[config.mk]
export PLATFORM = sky130hd
export DESIGN_NAME = mem_arbiter
export DESIGN_NICKNAME = d
export VERILOG_FILES = /design/src/rtl/mem_arb_pkg.sv /design/src/rtl/mem_arb_perf.sv /design/src/rtl/mem_arbiter.sv
export SDC_FILE = /design/constraint.sdc
export NUM_CORES = 1
export LEC_CHECK = 0
export CAP_MARGIN = 40
export CORE_ASPECT_RATIO = 0.8
export CORE_UTILIZATION = 45
export CTS_CLUSTER_SIZE = 20
export DETAILED_ROUTE_END_ITERATION = 10
export DONT_BUFFER_PORTS = 1
export PLACE_DENSITY_LB_ADDON = 0.25
export SETUP_SLACK_MARGIN = 0.15
export SYNTH_ARGS = -nofsm -noshare
export SYNTH_HDL_FRONTEND = slang
export SYNTH_HIERARCHICAL = 1
export SYNTH_SLANG_ARGS = --single-unit
export TNS_END_PERCENT = 5
[constraint.sdc]
create_clock -name clk_i -period 1.6 [get_ports clk_i]
set_clock_uncertainty 0.1 [all_clocks]
set_input_delay 0.48 -clock clk_i [delete_from_list [all_inputs] [get_ports clk_i]]
set_output_delay 0.48 -clock clk_i [all_outputs]
set_load 0.01 [all_outputs]
[src/rtl/mem_arb_pkg.sv]
// Shared types and constants for the IF/MEM unified-memory arbiter.
// The optional counter block is enabled with the MEM_ARB_PERF_EN macro.
package mem_arb_pkg;

    localparam int ADDR_W_DEF = 32;
    localparam int DATA_W_DEF = 32;

    localparam int PERF_W     = 32;
    localparam int PERF_NUM   = 3;
    localparam int PERF_STALL = 0;
    localparam int PERF_D     = 1;
    localparam int PERF_I     = 2;

    typedef enum logic [1:0] {
        IDLE   = 2'd0,
        BUSY_I = 2'd1,
        BUSY_D = 2'd2,
        RESP   = 2'd3
    } arb_state_e;

endpackage

[src/rtl/mem_arb_perf.sv]
// Event counters for the memory arbiter: stall cycles, data acks, fetch acks.
// Only instantiated when MEM_ARB_PERF_EN is defined.
module mem_arb_perf
    import mem_arb_pkg::*;
(
    input  logic              clk_i,
    input  logic              rst_i,
    input  logic              stall_i,
    input  logic              d_ack_i,
    input  logic              i_ack_i,
    output logic [PERF_W-1:0] stall_cnt_o,
    output logic [PERF_W-1:0] d_cnt_o,
    output logic [PERF_W-1:0] i_cnt_o
);

    logic [PERF_NUM-1:0]        evt;
    logic [PERF_NUM*PERF_W-1:0] cnt_flat;

    assign evt[PERF_STALL] = stall_i;
    assign evt[PERF_D]     = d_ack_i;
    assign evt[PERF_I]     = i_ack_i;

    // Counters wrap naturally at 2^PERF_W.
    for (genvar gi = 0; gi < PERF_NUM; gi++) begin : g_cnt
        logic [PERF_W-1:0] cnt_q;
        logic [PERF_W-1:0] cnt_d;

        always_comb begin
            cnt_d = cnt_q;
            if (evt[gi]) begin
                cnt_d = cnt_q + {{(PERF_W-1){1'b0}}, 1'b1};
            end
        end

        always_ff @(posedge clk_i) begin
            if (!rst_i) begin
                cnt_q <= '0;
            end else begin
                cnt_q <= cnt_d;
            end
        end

        assign cnt_flat[gi*PERF_W +: PERF_W] = cnt_q;
    end

    assign stall_cnt_o = cnt_flat[PERF_STALL*PERF_W +: PERF_W];
    assign d_cnt_o     = cnt_flat[PERF_D*PERF_W +: PERF_W];
    assign i_cnt_o     = cnt_flat[PERF_I*PERF_W +: PERF_W];

endmodule

[src/rtl/mem_arbiter.sv]
// Arbitrates one single-port memory between instruction fetch and load/store.
// Define MEM_ARB_PERF_EN to add the perf_*_cnt_o counter outputs.
module mem_arbiter
    import mem_arb_pkg::*;
#(
    parameter int ADDR_W = ADDR_W_DEF,
    parameter int DATA_W = DATA_W_DEF
) (
    input  logic              clk_i,
    input  logic              rst_i,
    input  logic              if_req_i,
    input  logic [ADDR_W-1:0] if_addr_i,
    output logic [DATA_W-1:0] if_data_o,
    output logic              if_ack_o,
    input  logic              d_req_i,
    input  logic              d_we_i,
    input  logic [ADDR_W-1:0] d_addr_i,
    input  logic [DATA_W-1:0] d_wdata_i,
    output logic [DATA_W-1:0] d_rdata_o,
    output logic              d_ack_o,
    output logic              mem_req_o,
    output logic              mem_we_o,
    output logic [ADDR_W-1:0] mem_addr_o,
    output logic [DATA_W-1:0] mem_wdata_o,
    input  logic [DATA_W-1:0] mem_rdata_i,
    input  logic              mem_ack_i,
    output logic              stall_o
`ifdef MEM_ARB_PERF_EN
    ,
    output logic [31:0]       perf_stall_cnt_o,
    output logic [31:0]       perf_d_cnt_o,
    output logic [31:0]       perf_i_cnt_o
`endif
);

    arb_state_e        state_q, state_d;
    logic              mem_req_q, mem_req_d;
    logic              mem_we_q, mem_we_d;
    logic [ADDR_W-1:0] mem_addr_q, mem_addr_d;
    logic [DATA_W-1:0] mem_wdata_q, mem_wdata_d;
    logic [DATA_W-1:0] if_data_q, if_data_d;
    logic              if_ack_q, if_ack_d;
    logic [DATA_W-1:0] d_rdata_q, d_rdata_d;
    logic              d_ack_q, d_ack_d;
    logic              if_flush_q, if_flush_d;

    always_ff @(posedge clk_i) begin
        if (!rst_i) begin
            state_q     <= IDLE;
            mem_req_q   <= 1'b0;
            mem_we_q    <= 1'b0;
            mem_addr_q  <= '0;
            mem_wdata_q <= '0;
            if_data_q   <= '0;
            if_ack_q    <= 1'b0;
            d_rdata_q   <= '0;
            d_ack_q     <= 1'b0;
            if_flush_q  <= 1'b0;
        end else begin
            state_q     <= state_d;
            mem_req_q   <= mem_req_d;
            mem_we_q    <= mem_we_d;
            mem_addr_q  <= mem_addr_d;
            mem_wdata_q <= mem_wdata_d;
            if_data_q   <= if_data_d;
            if_ack_q    <= if_ack_d;
            d_rdata_q   <= d_rdata_d;
            d_ack_q     <= d_ack_d;
            if_flush_q  <= if_flush_d;
        end
    end

    always_comb begin
        state_d     = state_q;
        mem_req_d   = mem_req_q;
        mem_we_d    = mem_we_q;
        mem_addr_d  = mem_addr_q;
        mem_wdata_d = mem_wdata_q;
        if_data_d   = if_data_q;
        if_ack_d    = 1'b0;
        d_rdata_d   = d_rdata_q;
        d_ack_d     = 1'b0;
        if_flush_d  = if_flush_q;

        case (state_q)
            IDLE: begin
                if_flush_d = 1'b0;
                // The MEM stage holds the older instruction, so it wins ties.
                if (d_req_i) begin
                    mem_we_d    = d_we_i;
                    mem_addr_d  = d_addr_i;
                    mem_wdata_d = d_wdata_i;
                    mem_req_d   = 1'b1;
                    state_d     = BUSY_D;
                end else if (if_req_i) begin
                    mem_we_d   = 1'b0;
                    mem_addr_d = if_addr_i;
                    mem_req_d  = 1'b1;
                    state_d    = BUSY_I;
                end
            end
            BUSY_I: begin
                // A fetch dropped at any point of the transaction is a flush:
                // the memory access still finishes but the result is discarded.
                if (!if_req_i) begin
                    if_flush_d = 1'b1;
                end
                if (mem_ack_i) begin
                    mem_req_d = 1'b0;
                    state_d   = RESP;
                    if (if_req_i && !if_flush_q) begin
                        if_data_d = mem_rdata_i;
                        if_ack_d  = 1'b1;
                    end
                end
            end
            BUSY_D: begin
                if (mem_ack_i) begin
                    mem_req_d = 1'b0;
                    d_ack_d   = 1'b1;
                    state_d   = RESP;
                    if (!mem_we_q) begin
                        d_rdata_d = mem_rdata_i;
                    end
                end
            end
            RESP: begin
                state_d = IDLE;
            end
            default: begin
                state_d = IDLE;
            end
        endcase
    end

    assign if_data_o   = if_data_q;
    assign if_ack_o    = if_ack_q;
    assign d_rdata_o   = d_rdata_q;
    assign d_ack_o     = d_ack_q;
    assign mem_req_o   = mem_req_q;
    assign mem_we_o    = mem_we_q;
    assign mem_addr_o  = mem_addr_q;
    assign mem_wdata_o = mem_wdata_q;
    assign stall_o     = (if_req_i & ~if_ack_q) | (d_req_i & ~d_ack_q);

`ifdef MEM_ARB_PERF_EN
    mem_arb_perf u_perf (
        .clk_i       (clk_i),
        .rst_i       (rst_i),
        .stall_i     (stall_o),
        .d_ack_i     (d_ack_q),
        .i_ack_i     (if_ack_q),
        .stall_cnt_o (perf_stall_cnt_o),
        .d_cnt_o     (perf_d_cnt_o),
        .i_cnt_o     (perf_i_cnt_o)
    );
`endif

endmodule

==> run_results.csv <==
group,metric,value,unit
status,status,"completed",
worst_setup_path,max_stage_delay,0.35,ns
timing,finalSetupTns,0,ns
clocking,clock_latency,0.40,ns
logic_synthesis,yosys.area_share.simple,18.31,%
clocking,cts_num_sinks,135,
logic_synthesis,synth_area_per_cell,8.643,µm²
logic_synthesis,synthArstFlopShare,0,%
logic_synthesis,synth_ff_type,"dfxtp_1",
floorplanning,die_w,122.5,µm
logic_synthesis,syn_area,5229,µm²
power,p_total,0.01131,W
worst_setup_path,path_delay_family,"flip-flops",
worst_setup_path,reg2reg_depth,6,
drt,vias,4117,
timing,hold_ws,0.1031,ns
clocking,clk_pin_slew,0.06,ns
layout,fillCellCount,957,
timing,hold_viol_final,0,
worst_setup_path,slowest_stage,"dfxtp_2",
power,power-per-cell-area,1832,nW/µm²
layout,final_net_count,736,
timing,period_needed,1.535,ns
hold_path,hold_end,"if_data_o[25]",
global_route,grt_max_degree,41,
timing,rsz0062_at_grt,"true",
worst_setup_path,r2r_start,"state_q[1]",
logic_synthesis,ys_seq_area_share,51.69,%
drt,drc,0,
clocking,cts_tree,"done",
drt,vias_per_cell,5.467,
power,irDropWorstVdd,0.8622,mV
layout,antennaDiodeCount,0,
logic_synthesis,synth_edf_count,0,
logic_synthesis,yosysWarningCount,6,
drt,drt_pass1_iterations,4,
timing,finalSetupViolations,0,
worst_setup_path,r2r_end,"if_data_o[31]",
logic_synthesis,synth_xor_area_share,0,%
logic_synthesis,synth-compound-area-share,17.40,%
timing,fin_crit_sh,95.95,%
placement,placed_cells,719,
worst_setup_path,crit_chain,"o22ai_4",
placement,hpwl,8827,µm
floorplanning,start_util,47.09,%
worst_setup_path,start_kind,"flop",
logic_synthesis,synth_area_leaders,"dfxtp_1, nand2_1, a21oi_1",
floorplanning,row_count,34,
global_route,grt_usage,20.26,%
logic_synthesis,ys_ff_latch,135,
clocking,cts_setup_buffers,0,
global_route,antenna_found_initial,0,
worst_setup_path,cp.required,1.02,ns
layout,seqCellArea,2708,µm²
worst_setup_path,crit_buf_inv,0,
timing,max_freq,651.4,MHz
worst_setup_path,ff2ff_setup_slack,0.09,ns
global_route,grt_pass1_wl,19150,µm
global_route,grt_pass1_vias,3913,
logic_synthesis,yosys.area.top_type,"dfxtp_1",
timing,slew_headroom,83.78,%
global_route,overflow,0,
clocking,cts_hold_buf,0,
clocking,clock_path_buffers,2,
layout,areaGrowthSynthToFinish,18.04,%
hold_path,worstHoldPathCells,2,
logic_synthesis,synth_cell_types,30,
drt,wirelength,13150,µm
clocking,htree_levels,4,
clocking,cts_buffers,17,
worst_setup_path,cp_max_fo,2,
logic_synthesis,synth_fa_ha_area_share,0.9572,%
hold_path,hp-start,"mem_rdata_i[25]",
logic_synthesis,synth_most_common_cell,"nand2_1",
logic_synthesis,synth_nets,743,
logic_synthesis,synthMuxAreaShare,6.126,%
drt,drt_first_iter_violations,130,
placement,gp_congestion,0.7521,
worst_setup_path,cp_data_arrival_time,0.96,ns
placement,port_buffers,0,
worst_setup_path,path_class,"reg2out",
floorplanning,io_pins,267,
layout,drive_above_1_share,15.60,%
timing,drv_slew,0,
layout,multi_input_area,2290,µm²
floorplanning,die_h,98.42,µm
logic_synthesis,synth.top_cells.by_count,"nand2_1, dfxtp_1, a21oi_1",
timing,tightestPinTransition,0.2365,ns
power,cellLeakagePower,2.270,nW
logic_synthesis,syn_inst,605,
logic_synthesis,synth.top_cell.area_share,51.69,%
floorplanning,die-area,12060,µm²
drt,antenna_left,0,
floorplanning,core,11100,µm²
layout,finalNonFillerCells,753,
hold_path,hold_class,"in2reg",
drt,drt-wirelength-per-cell,17.47,µm
worst_setup_path,endpoint_kind,"primary output",
logic_synthesis,synth_top_family_by_area,"simple AND/OR/NAND/NOR gates",
clocking,root_buffer,"clkbuf_16",
job,cap_violations,0,
==> stage by stage <==
step	cell area [µm²]	utilization (%)	setup slack, ns
CTS	6095	54.89	0.04818
global route	6172	55.59	0.01261
floorplan	5229	-	0.1559
global placement	5395	48.59	0.1519
finish	6172	55.59	0.06476
detailed placement	5395	48.59	0.01866
==> power breakdown <==
group | internal (W) | switching [W]
clock network | 0.00268 | 0.00144
registers | 0.00396 | 0.000687
logic | 0.00112 | 0.00143
total | 0.00776 | 0.00355
==> sequential cells by signal (all words and copies together) (netlist names), 2 cells and up <==
register,cells
d_rdata_o,32
if_data_o,32
mem_addr_o,32
mem_wdata_o,32
state_q,2
==> cells in the final DEF (no fill, tap or decap), drive strengths merged, types with 3 or more instances in the layout <==
master | netlist | layout
nand2 | 194 | 194
dfxtp | 135 | 135
a21oi | 104 | 104
nor2 | 33 | 33
mux2i | 32 | 32
a211oi | 32 | 32
clkbuf | 16 | 21
buf | 30 | 17
inv | 7 | 8
bufinv | 0 | 4
ha | 4 | 4
clkinvlp | 0 | 3
clkinv | 0 | 3
==> layout make-up <==
| class | count | share of cell area [%] |
|---|---|---|
| clock buffer | 19 | 7.338 |
| sequential | 135 | 43.87 |
| tap | 144 | 2.919 |
| timing repair buffer | 20 | 5.494 |
| clock inverter | 11 | 2.818 |
| multi-input combinational | 417 | 37.10 |
| inverter | 7 | 0.4662 |
==> timing repair <==
item,CTS,global route
resized for setup,10,6
cloned,1,3
endpoints found under the setup margin,63,116
pin swaps,1,1
==> routing by layer <==
layer | vias to the layer above | wire (µm) | track usage, %
met1 | 1914 | 5261 | 22.49
met4 | 0 | 269 | 9.944
met2 | 186 | 6450 | 34.83
met5 | - | 0 | 0
li1 | 1990 | - | -
met3 | 27 | 1173 | 6.366
==> worst max path at each step <==
| stage | to | startpoint | depth (start not counted) | slack, ns |
|---|---|---|---|---|
| 5_1_grt | if_data_o[1] | state_q[1] | 6 | 0.01 |
| 3_3_place_gp | state_q[0] | state_q[0] | 5 | 0.15 |
| 4_1_cts | stall_o | if_ack_o | 1 | 0.05 |
| 6_report | stall_o | if_ack_o | 1 | 0.06 |
| 3_5_place_dp | mem_addr_o[0] | state_q[1] | 6 | 0.02 |
| 2_1_floorplan | mem_addr_o[13] | state_q[0] | 7 | 0.16 |
==> logic make-up (layout without fill, tap and decap cells) <==
group	count (synthesis)	count (layout)
mux	32	32
buf+inv	53	57
simple gates	238	238
compound gates	143	143
fa+ha+maj	4	4
flops	135	135
(Power assumes the default switching activity.)
